**config.mk**
```make
export PLATFORM = sky130hd
export DESIGN_NAME = maria_dl_fetch
export DESIGN_NICKNAME = d
export VERILOG_FILES = /design/src/rtl/maria_dl_pkg.sv /design/src/rtl/maria_dl_hdr_decode.sv /design/src/rtl/maria_dl_fetch.sv
export SDC_FILE = /design/constraint.sdc
export NUM_CORES = 1
export LEC_CHECK = 0
export ABC_AREA = 0
export BUFFER_PORTS_ARGS = -buffer_cell sky130_fd_sc_hd__buf_2
export CORE_MARGIN = 5
export CORE_UTILIZATION = 35
export DETAILED_ROUTE_END_ITERATION = 6
export PLACE_DENSITY = 0.63
export SETUP_SLACK_MARGIN = 0.5
export SYNTH_ARGS = -nofsm -noshare
export SYNTH_HDL_FRONTEND = slang
export SYNTH_HIERARCHICAL = 1
export SYNTH_SLANG_ARGS = --single-unit
export TNS_END_PERCENT = 1
```
**constraint.sdc**
```tcl
create_clock -name clk_sys -period 2.95 [get_ports clk_sys]
set_input_delay 0.7375 -clock clk_sys [delete_from_list [all_inputs] [get_ports clk_sys]]
set_output_delay 0.7375 -clock clk_sys [all_outputs]
set_load 0.05 [all_outputs]
```
**src/rtl/maria_dl_pkg.sv**
```systemverilog
// Maria display-list fetch: shared state type and header field layout.
// Optional character (indirect) mode is enabled by MARIA_DL_INDIRECT_EN.
package maria_dl_pkg;

  typedef enum logic [2:0] {
    S_IDLE,
    S_HDR,
    S_DECODE,
    S_GFX,
    S_CHR,
    S_EMIT,
    S_FIN
  } state_t;

  localparam int WM_BIT    = 7;
  localparam int EXT_BIT   = 6;
  localparam int IND_BIT   = 5;
  localparam int PAL_MSB   = 7;
  localparam int PAL_LSB   = 5;
  localparam int WIDTH_MSB = 4;
  localparam int WIDTH_LSB = 0;

  localparam logic [2:0] HDR_LEN4 = 3'd4;
  localparam logic [2:0] HDR_LEN5 = 3'd5;

  // A width code of zero encodes the widest object, 32 bytes.
  function automatic logic [5:0] obj_width(input logic [4:0] wcode);
    return (wcode == 5'd0) ? 6'd32 : 6'd32 - {1'b0, wcode};
  endfunction

endpackage

```
**src/rtl/maria_dl_hdr_decode.sv**
```systemverilog
// Maria display-list fetch: combinational 4/5-byte object header decode.
// The ind flag is only honoured when MARIA_DL_INDIRECT_EN is defined.
module maria_dl_hdr_decode
  import maria_dl_pkg::*;
(
  input  logic [7:0] hb0,
  input  logic [7:0] hb1,
  input  logic [7:0] hb2,
  input  logic [7:0] hb3,
  input  logic [7:0] hb4,
  output logic       is_end,
  output logic       is_ext,
  output logic [7:0] lo,
  output logic [7:0] hi,
  output logic [2:0] palette,
  output logic [5:0] width,
  output logic [7:0] hpos,
  output logic       wm_new,
  output logic       wm_load,
  output logic       ind
);

  logic [4:0] wcode;

  assign is_end  = (hb1[6:0] == 7'd0);
  assign is_ext  = (hb1[WIDTH_MSB:WIDTH_LSB] == 5'd0) && hb1[EXT_BIT];
  assign lo      = hb0;
  assign hi      = hb2;
  assign palette = is_ext ? hb3[PAL_MSB:PAL_LSB] : hb1[PAL_MSB:PAL_LSB];
  assign wcode   = is_ext ? hb3[WIDTH_MSB:WIDTH_LSB]
                          : hb1[WIDTH_MSB:WIDTH_LSB];
  assign width   = obj_width(wcode);
  assign hpos    = is_ext ? hb4 : hb3;
  assign wm_new  = hb1[WM_BIT];
  assign wm_load = is_ext;
  assign ind     = is_ext && hb1[IND_BIT];

endmodule

```
**src/rtl/maria_dl_fetch.sv**
```systemverilog
// Maria display-list object fetcher feeding the line-RAM writer.
// Define MARIA_DL_INDIRECT_EN to enable character (indirect) objects.
module maria_dl_fetch
  import maria_dl_pkg::*;
#(
  parameter int ADDR_W = 16
) (
  input  logic              clk_sys,
  input  logic              reset,
  input  logic              start,
  input  logic [15:0]       dl_addr,
  input  logic [3:0]        zone_offset,
  input  logic [7:0]        charbase,
  input  logic              abort,
  output logic              mem_req,
  output logic [ADDR_W-1:0] mem_addr,
  input  logic              mem_ack,
  input  logic [7:0]        mem_rdata,
  output logic [7:0]        hpos,
  output logic [2:0]        palette,
  output logic [7:0]        pixels,
  output logic              wm,
  output logic              latch_byte,
  output logic              clear_hpos,
  output logic              busy,
  output logic              done,
  output logic              aborted
);

  state_t      state;
  logic [15:0] ptr;
  logic [2:0]  hdr_idx;
  logic [7:0]  hb [5];
  logic [7:0]  lo;
  logic [7:0]  hi;
  logic [5:0]  width;
  logic [5:0]  idx;

  logic        d_is_end;
  logic        d_is_ext;
  logic [7:0]  d_lo;
  logic [7:0]  d_hi;
  logic [2:0]  d_palette;
  logic [5:0]  d_width;
  logic [7:0]  d_hpos;
  logic        d_wm_new;
  logic        d_wm_load;
  logic        d_ind;

  logic [2:0]  hdr_len;
  logic [15:0] hdr_addr;
  logic [7:0]  gfx_hi;
  logic [15:0] gfx_addr;

  maria_dl_hdr_decode u_dec (
    .hb0     (hb[0]),
    .hb1     (hb[1]),
    .hb2     (hb[2]),
    .hb3     (hb[3]),
    .hb4     (hb[4]),
    .is_end  (d_is_end),
    .is_ext  (d_is_ext),
    .lo      (d_lo),
    .hi      (d_hi),
    .palette (d_palette),
    .width   (d_width),
    .hpos    (d_hpos),
    .wm_new  (d_wm_new),
    .wm_load (d_wm_load),
    .ind     (d_ind)
  );

  assign hdr_len  = d_is_ext ? HDR_LEN5 : HDR_LEN4;
  assign hdr_addr = ptr + {13'd0, hdr_idx};
  assign gfx_hi   = hi + {4'd0, zone_offset};
  assign gfx_addr = {gfx_hi, lo} + {10'd0, idx};

`ifdef MARIA_DL_INDIRECT_EN
  logic        ind;
  logic [7:0]  data;
  logic [15:0] chr_addr;

  assign chr_addr = {charbase + {4'd0, zone_offset}, data};
`else
  logic unused_chr;

  assign unused_chr = ^{charbase, d_ind};
`endif

  always_ff @(posedge clk_sys) begin
    if (reset) begin
      state      <= S_IDLE;
      ptr        <= '0;
      hdr_idx    <= '0;
      for (int k = 0; k < 5; k++) hb[k] <= '0;
      lo         <= '0;
      hi         <= '0;
      width      <= '0;
      idx        <= '0;
      mem_req    <= 1'b0;
      mem_addr   <= '0;
      hpos       <= '0;
      palette    <= '0;
      pixels     <= '0;
      wm         <= 1'b0;
      latch_byte <= 1'b0;
      clear_hpos <= 1'b0;
      busy       <= 1'b0;
      done       <= 1'b0;
      aborted    <= 1'b0;
`ifdef MARIA_DL_INDIRECT_EN
      ind        <= 1'b0;
      data       <= '0;
`endif
    end else begin
      latch_byte <= 1'b0;
      clear_hpos <= 1'b0;
      done       <= 1'b0;
      if (abort && state != S_IDLE && state != S_FIN) begin
        state   <= S_FIN;
        mem_req <= 1'b0;
        done    <= 1'b1;
        aborted <= 1'b1;
      end else begin
        unique case (state)
          S_IDLE: begin
            if (start) begin
              ptr     <= dl_addr;
              wm      <= 1'b0;
              aborted <= 1'b0;
              hdr_idx <= '0;
              busy    <= 1'b1;
              state   <= S_HDR;
            end
          end
          S_HDR: begin
            // hb1 is already registered by the idle cycle before byte 2.
            if (!mem_req) begin
              if (hdr_idx == 3'd2 && d_is_end) begin
                done  <= 1'b1;
                state <= S_FIN;
              end else begin
                mem_req  <= 1'b1;
                mem_addr <= ADDR_W'(hdr_addr);
              end
            end else if (mem_ack) begin
              mem_req     <= 1'b0;
              hb[hdr_idx] <= mem_rdata;
              if (hdr_idx == hdr_len - 3'd1) begin
                ptr   <= ptr + {13'd0, hdr_len};
                state <= S_DECODE;
              end else begin
                hdr_idx <= hdr_idx + 3'd1;
              end
            end
          end
          S_DECODE: begin
            lo         <= d_lo;
            hi         <= d_hi;
            width      <= d_width;
            hpos       <= d_hpos;
            palette    <= d_palette;
            if (d_wm_load) wm <= d_wm_new;
`ifdef MARIA_DL_INDIRECT_EN
            ind        <= d_ind;
`endif
            idx        <= '0;
            clear_hpos <= 1'b1;
            state      <= S_GFX;
          end
          S_GFX: begin
            if (!mem_req) begin
              mem_req  <= 1'b1;
              mem_addr <= ADDR_W'(gfx_addr);
            end else if (mem_ack) begin
              mem_req <= 1'b0;
`ifdef MARIA_DL_INDIRECT_EN
              data    <= mem_rdata;
              if (ind) begin
                state <= S_CHR;
              end else begin
                pixels     <= mem_rdata;
                latch_byte <= 1'b1;
                state      <= S_EMIT;
              end
`else
              pixels     <= mem_rdata;
              latch_byte <= 1'b1;
              state      <= S_EMIT;
`endif
            end
          end
`ifdef MARIA_DL_INDIRECT_EN
          S_CHR: begin
            if (!mem_req) begin
              mem_req  <= 1'b1;
              mem_addr <= ADDR_W'(chr_addr);
            end else if (mem_ack) begin
              mem_req    <= 1'b0;
              pixels     <= mem_rdata;
              latch_byte <= 1'b1;
              state      <= S_EMIT;
            end
          end
`endif
          S_EMIT: begin
            idx <= idx + 6'd1;
            if (idx == width - 6'd1) begin
              hdr_idx <= '0;
              state   <= S_HDR;
            end else begin
              state <= S_GFX;
            end
          end
          S_FIN: begin
            busy  <= 1'b0;
            state <= S_IDLE;
          end
          default: state <= S_IDLE;
        endcase
      end
    end
  end

endmodule

```
==> run metrics, run 1 <==
status finished with violations; failing checks DRC; Bufs and invs on worst path 4; Crit-path slowest cell edfxtp_1; routed wire length 17.79 mm; Crit path top cell by count buf_4; Crit path required time 3.27 ns; DR pass1 iterations 7; I/O pin count 83; pin count of the biggest net entering global routing 85; unrepaired setup endpoints after global routing true; global route overflow 0; most common cell after layout, fill and taps aside nand2_1; critical path, cell by cell buf_4 > nor4b_4 > nand2_4 > inv_6 > nor4bb_4 > o21bai_2 > a2111oi_4 > buf_4 > buf_12 > o21ai_0 > a221oi_1; CTS root buf clkbuf_16; syn nets 886; arrival time at the worst endpoint 2.86 ns; CP Launch Point hb[1][0]; worst slew pin tran 0.9225 ns; Starting Density 35.47%; worst skew pair latency 0.43 ns; worst hold path depth 2; hold endpoint hpos[5]; FF-to-FF Start hb[1][0]; GP Congestion 0.8558; Final Hold Vio Count 0; min-delay src hpos[5]; CTS Buf Count 17; width of the die 153.2 um; Hold WC Path Type reg2reg; Clock Sinks 132; Mapped Avg Cell Area 8.742 um2; crit-path max FO 16; Iter 0 DRT Violations 488; Worst Setup Start Kind register; Syn Std Cell Area 7177 um2; first-pass GRT wire length 29.48 mm; fmax 394.0 MHz; Layout Nets 961; die height 153.2 um; initial antenna violation count 0; Avg Vias per Cell 5.082; vias in the first global route 5723; post-route ant nets 0; H-tree levels 4; crit path capture type register; met1 global-route usage 19.73%; critical path class reg2reg; DRC 1; DP Wirelength 12.50 mm; clock slew at reported path FFs 0.06 ns; YS warnings 6; setup violators final 0; slowest cell delay on critical path 0.39 ns; Final Skew 0.009655 ns; Leakage Power 3.308 nW; most frequent cells in the layout nand2_1 (131), dfxtp_1 (91), buf_2 (74); RR Endpoint ptr[14]; R2R depth 11; part of the cycle the worst path needs 86.03%; slack of the worst reg-to-reg path 0.41 ns; relative slew slack 38.50%; Core ar. 20230 um2; Area growth syn-to-layout 19.72%; I/O Buffers 74; GRT Resource Usage Total 15.40%; Total Power 6.497 mW; GRT busiest layer met2; maximum vdd drop 0.4379 mV; Final min period 2.538 ns; met3 usage 3.506%; Max Buffers Root-to-Sink 2; Routed wire per std cell 15.09 um; Rows 52; Via Count 5992; Total Neg Setup Slack 0 ns; Pwr Density 756.1 nW/um2; GR met2 Demand/Resource 26.04%; Ant. Diodes 0; total die area 23470 um2; CP top delay family compound AO/OA/AOI/OAI gates; Max Slew Vio Count 0; Max-Cap Viols 0; CTS tree built; share of cells above drive strength 1 20.13%; cell count after synthesis 821
==> state kept, by name (all words and copies together) (netlist names), 6 cells and up <==
signal,count
hi,8
mem_addr,16
idx,6
width,6
ptr,16
lo,8
pixels,8
hpos,8
hb,40
==> worst register-to-register path, cell delays in order (launching register included) <==
cell,delay (ns)
edfxtp_1,0.39
buf_4,0.16
nor4b_4,0.34
nand2_4,0.11
inv_6,0.10
nor4bb_4,0.24
o21bai_2,0.11
a2111oi_4,0.30
buf_4,0.20
buf_12,0.14
o21ai_0,0.09
a221oi_1,0.26
==> worst max path at each step <==
stage | end | slack [ns] | cells past startpoint
final | ptr[14] | 0.41 | 11
after global routing | ptr[3] | 0.26 | 12
after CTS | mem_addr[12] | 0.40 | 10
after detailed placement | mem_addr[6] | 0.13 | 9
after global placement | mem_addr[13] | 0.18 | 9
after floorplan | mem_addr[13] | 0.43 | 7
==> final cells by class <==
class | count | area (um2)
Clock inverter | 12 | 118.9
Multi-Input combinational cell | 614 | 3861
Sequential cell | 132 | 3044
Timing Repair Buffer | 109 | 674.4
Fill cell | 2002 | 11640
Inverter | 22 | 87.58
Clock buffer | 20 | 467.9
Tap cell | 270 | 337.8
==> per-layer routing <==
layer	vias up	wire, um
met3	26	868
met4	0	264
met2	143	8604
li1	3051	-
met5	-	0
met1	2772	8056
==> report_power, final <==
part / total (mW) / internal, mW / switching, mW
registers: 2.28 / 2.08 / 0.208
clock network: 2.09 / 1.25 / 0.848
logic: 2.12 / 0.816 / 1.30
total: 6.50 / 4.14 / 2.36
==> what timing repair did <==
item,4_1_cts,5_1_grt
resized for setup,16,2
endpoints found under the setup margin,37,58
buffers inserted,10,0
gates cloned,1,0
hold endpoints to repair,0,0
pin swaps,10,3
hold buffers,0,0
==> per-stage QoR <==
stage / instances / util, % / hold slack (ns) / instance area, um2 / worst slack (ns)
floorplan: 821 / - / 0.4400 / 7211 / 0.4327
CTS: 1179 / 42.43 / 0.4550 / 8586 / 0.3974
detailed placement: 1136 / 38.71 / 0.4461 / 7833 / 0.1262
finish: 1179 / 42.46 / 0.4521 / 8592 / 0.4122
global placement: 1136 / 38.71 / 0.4416 / 7833 / 0.1848
global route: 1179 / 42.46 / 0.4708 / 8592 / 0.2597
Note: power is estimated with default switching activity, not from simulation.
==> inputs of run 2 (changes only) <==
--- a/config.mk
+++ b/config.mk
@@ -10,7 +10,7 @@
 export CORE_MARGIN = 5
 export CORE_UTILIZATION = 35
 export DETAILED_ROUTE_END_ITERATION = 6
-export PLACE_DENSITY = 0.63
+export PLACE_DENSITY = 0.65
 export SETUP_SLACK_MARGIN = 0.5
 export SYNTH_ARGS = -nofsm -noshare
 export SYNTH_HDL_FRONTEND = slang
==> constraint.sdc (replaced) <==
create_clock -name clk_sys -period 2.22 [get_ports clk_sys]
set_input_delay 0.555 -clock clk_sys [delete_from_list [all_inputs] [get_ports clk_sys]]
set_output_delay 0.555 -clock clk_sys [all_outputs]
set_load 0.05 [all_outputs]
==> run metrics, run 2 (synthesis gave the netlist of run 1 again) <==
Iter 0 DRT Violations 426; slack of the worst reg-to-reg path -0.18 ns; fmax 415.9 MHz; GRT Resource Usage Total 15.42%; Final Skew 0.008297 ns; Rows 52; R2R depth 9; initial antenna violation count 0; worst skew pair latency 0.42 ns; DRC 0; Pwr Density 996.2 nW/um2; unrepaired setup endpoints after global routing true; FF-to-FF Start hb[1][1]; DP Wirelength 13.13 mm; Crit path required time 2.53 ns; Ant. Diodes 0; Core ar. 20230 um2; highest metal used met4; pin count of the biggest net entering global routing 86; Top Registers hb (40), mem_addr (16), ptr (16); final core utilization 45.34%; part of the cycle the worst path needs 108.3%; relative slew slack 59.20%; Starting Density 35.47%; CTS tree built; number of flip-flops in the largest register 40; met3 wire length 649 um; Post-CTS Hold Buffers 0; Worst Setup Start Kind register; worst hold path depth 3; clock slew at reported path FFs 0.06 ns; CTS root buf clkbuf_16; Area growth syn-to-layout 27.82%; critical path class reg2reg; Hold WC Path Type in2reg; first-pass GRT wire length 29.88 mm; DR pass1 iterations 5; CTS Buf Count 17; die height 153.2 um; Avg Vias per Cell 5.041; crit path capture type register; total die area 23470 um2; routed wire length 18.02 mm; Reg area 3043 um2; setup violators final 37; global route overflow 0; status finished with violations; Layout Nets 1011; worst slew pin tran 0.6055 ns; most frequent cells in the layout nand2_1 (131), dfxtp_1 (92), buf_4 (75); Final min period 2.405 ns; Filler cells 1945; I/O pin count 83; Leakage Power 3.606 nW; largest register by flop count hb; GP Congestion 0.8386; width of the die 153.2 um; min-delay src dl_addr[1]; Clock Sinks 132; maximum vdd drop 0.4796 mV; I/O Buffers 74; worst setup margin -0.1845 ns; most common cell after layout, fill and taps aside nand2_1; met1 wire length 8.384 mm; Routed wire per std cell 14.66 um; Met2 Wirelength 8.800 mm; failing checks setup timing; arrival time at the worst endpoint 2.71 ns; post-route ant nets 0; share of cells above drive strength 1 26.07%; post-CTS setup repair buffer count 0; RR Endpoint mem_addr[14]; Max-Cap Viols 0; crit-path max FO 7; Via Count 6195; H-tree levels 4; Total Power 9.139 mW; vias in the first global route 5919; Max Buffers Root-to-Sink 2; Max Slew Vio Count 0; Final Hold Vio Count 0; area of the multi-input gates 3960 um2; hold endpoint ptr[1]
## run 2: cell types whose count changed in the layout (fill, tap and decap cells not counted), sizes merged
cell,delta
buf,+51
clkinvlp,+2
bufbuf,-1
bufinv,+2
clkinv,-2
clkbuf,-1
inv,-1
## run 2: layout make-up
cell class	count	share of cell area, %
Multi-Input combinational cell	614	43.17
Inverter	22	0.9274
Sequential cell	132	33.17
Clock buffer	19	5.060
Tap cell	270	3.682
Clock inverter	13	1.855
Timing Repair Buffer	159	12.14
## run 2: power breakdown
| part | total, mW | switching (mW) | internal (mW) | leakage, nW |
|---|---|---|---|---|
| logic | 3.14 | 1.84 | 1.30 | 2.14 |
| clock network | 3.00 | 1.12 | 1.88 | 0.302 |
| registers | 3.00 | 0.243 | 2.76 | 1.16 |
| total | 9.14 | 3.20 | 5.94 | 3.61 |
## run 2: worst max-delay path by stage
stage,start,to,slack (ns),depth (start not counted)
detailed placement,hb[1][0],mem_addr[14],-0.33,9
CTS,hb[1][1],ptr[2],-0.21,12
global route,hb[1][1],ptr[2],-0.33,12
global placement,hb[1][0],mem_addr[14],-0.27,9
finish,hb[1][1],mem_addr[14],-0.18,9
floorplan,hb[1][0],mem_addr[12],-0.14,10
## run 2: routing by layer
layer  vias to the layer above  GRT usage [%]
li1                       3146              -
met1                      2912          19.82
met4                         0          3.734
met5                         -              0
met3                        22          3.562
met2                       115          26.31
## run 2: critical path, cell delays in order (launching register included)
cell      delay [ns]
edfxtp_1        0.39
or3_4           0.38
or3_4           0.35
nor3_4          0.15
nand2_2         0.09
o311ai_4        0.29
or2_4           0.20
nor2_1          0.10
a32oi_1         0.23
o21ai_0         0.10
## run 2: what timing repair did
item | in CTS | in global routing
pin swaps | 10 | 11
setup endpoints to repair | 166 | 163
gates resized for setup | 26 | 10
gates cloned | 0 | 0
## run 2: per-stage QoR
stage | setup slack (ns) | std cells | hold WS, ns | TNS [ns] | area [um2]
floorplan | -0.1355 | 821 | 0.4400 | -4.225 | 7244
global placement | -0.2691 | 1197 | 0.4418 | -8.319 | 8393
detailed placement | -0.3295 | 1197 | 0.4437 | -9.454 | 8393
CTS | -0.2142 | 1229 | 0.4005 | -4.596 | 9130
global route | -0.3340 | 1229 | 0.4266 | -9.571 | 9174
finish | -0.1845 | 1229 | 0.4178 | -3.632 | 9174
==> inputs of run 3 (changes only) <==
--- a/config.mk
+++ b/config.mk
@@ -7,10 +7,10 @@
 export LEC_CHECK = 0
 export ABC_AREA = 0
 export BUFFER_PORTS_ARGS = -buffer_cell sky130_fd_sc_hd__buf_2
-export CORE_MARGIN = 5
+export CORE_MARGIN = 3
 export CORE_UTILIZATION = 35
 export DETAILED_ROUTE_END_ITERATION = 6
-export PLACE_DENSITY = 0.65
+export PLACE_DENSITY = 0.58
 export SETUP_SLACK_MARGIN = 0.5
 export SYNTH_ARGS = -nofsm -noshare
 export SYNTH_HDL_FRONTEND = slang
==> run metrics, run 3 (synthesis gave the netlist of run 1 again) <==
clock slew at reported path FFs 0.06 ns; Starting Density 36.28%; arrival time at the worst endpoint 2.77 ns; Final min period 2.429 ns; largest register by flop count hb; post-route ant nets 0; slack of the worst reg-to-reg path -0.21 ns; number of flip-flops in the largest register 40; initial antenna violation count 0; DRC 0; setup violators final 41; vias in the first global route 6077; fmax 411.8 MHz; Post-CTS Hold Buffers 0; CTS Buf Count 17; fin area 9105 um2; maximum vdd drop 0.4557 mV; worst setup margin -0.2086 ns; CP endpoint ptr[13]; Max Buffers Root-to-Sink 2; GP Congestion 0.8551; die height 149.2 um; first-pass GRT wire length 30.03 mm; routed wire length 18.15 mm; RR Endpoint ptr[13]; Crit path required time 2.56 ns; Iter 0 DRT Violations 334; I/O pin count 83; most common cell after layout, fill and taps aside nand2_1; Worst Setup Start Kind register; Total Power 8.716 mW; Rows 51; GRT Resource Usage Total 16.69%; Top Registers hb (40), mem_addr (16), ptr (16); Ant. Diodes 0; Clock Sinks 132; Max Slew Vio Count 0; Core ar. 19780 um2; Via Count 6121; part of the cycle the worst path needs 109.4%; Pwr Density 957.2 nW/um2; failing checks setup timing; Max-Cap Viols 0; Leakage Power 3.574 nW; H-tree levels 4; Avg Vias per Cell 4.997; share of cells above drive strength 1 27.19%; CTS tree built; status finished with violations; Hold WC Path Type in2reg; critical path class reg2reg; relative slew slack 54.09%; most frequent cells in the layout nand2_1 (127), dfxtp_1 (92), buf_4 (76); FF-to-FF Start hb[1][1]; worst slew pin tran 0.6815 ns; Filler cells 1960; I/O Buffers 74; DR pass1 iterations 4; placed cell areas 8357 um2; total die area 22260 um2; final core utilization 46.03%; CTS root buf clkbuf_16; global route overflow 0; worst skew pair latency 0.42 ns; Layout Nets 1012; Final Hold Vio Count 0; Routed wire per std cell 14.82 um; crit path capture type register; R2R depth 12; pin count of the biggest net entering global routing 86; crit-path max FO 4; Final Skew 0.01002 ns; CP Launch Point hb[1][1]; Area growth syn-to-layout 26.87%; DP Wirelength 13.25 mm; width of the die 149.2 um; unrepaired setup endpoints after global routing true
==> run 3: cell types whose count changed in the layout (fill, tap and decap cells not counted), sizes merged <==
| cell | before | now |
|---|---|---|
| clkinv | 4 | 10 |
| inv | 25 | 21 |
| bufinv | 3 | 0 |
| buf | 159 | 160 |
| clkbuf | 19 | 20 |
==> run 3: how the worst min path moves through the flow <==
stage | end | cells past startpoint | slack [ns] | from
5_1_grt | ptr[0] | 3 | 0.42 | dl_addr[0]
2_1_floorplan | hi[2] | 2 | 0.44 | hi[2]
4_1_cts | ptr[0] | 3 | 0.40 | dl_addr[0]
3_3_place_gp | hpos[5] | 2 | 0.44 | hpos[5]
6_report | ptr[0] | 3 | 0.41 | dl_addr[0]
3_5_place_dp | hpos[5] | 2 | 0.44 | hpos[5]
==> run 3: repair_timing <==
action	4_1_cts	5_1_grt
setup endpoints to repair	166	167
endpoints found under the hold margin	0	0
setup buffers	0	0
gates resized for setup	36	24
pin swaps	13	2
==> run 3: through the flow <==
stage | hold WS [ns] | TNS [ns] | setup slack (ns) | instances
after global routing | 0.4177 | -10.31 | -0.3717 | 1225
after global placement | 0.4408 | -8.199 | -0.2756 | 1193
after floorplan | 0.4400 | -4.225 | -0.1355 | 821
final | 0.4115 | -4.371 | -0.2086 | 1225
after detailed placement | 0.4435 | -9.683 | -0.3372 | 1193
after CTS | 0.3968 | -4.894 | -0.2328 | 1225
==> run 3: where the power goes <==
part	internal [mW]	total [mW]	leakage [nW]	switching [mW]
Sequential	2.76	3.00	1.16	0.238
Combinational	1.30	3.17	2.16	1.87
Clock	1.48	2.54	0.257	1.07
==> run 3: area by class of cell <==
cell class | instances | area, um2 | share of cell area, %
multi-input cells | 614 | 4016 | 44.11
flip-flops and latches | 132 | 3043 | 33.42
clock buffers | 20 | 456.7 | 5.016
clock inverters | 12 | 83.83 | 0.9207
repair buffers | 160 | 1089 | 11.96
inverters | 22 | 85.08 | 0.9345
well taps | 265 | 331.6 | 3.642
==> run 3: routing by layer <==
layer,up-vias,track usage (%),part of all wire (%)
met2,108,28.17,49
li1,3143,-,-
met1,2847,21.87,46
met3,23,3.160,3.9
met4,0,4.760,1.4
met5,-,0,0
==> run 3: critical path, cell delays in order (launching register included) <==
cell and delay (ns):
edfxtp_1 0.39, buf_6 0.14, nor4b_4 0.33, nand2_4 0.11, inv_4 0.09, ha_2 0.19, buf_4 0.11, a21o_1 0.13
nand2_1 0.09, or2_2 0.33, o21ai_0 0.16, a21oi_1 0.09, a211oi_1 0.19
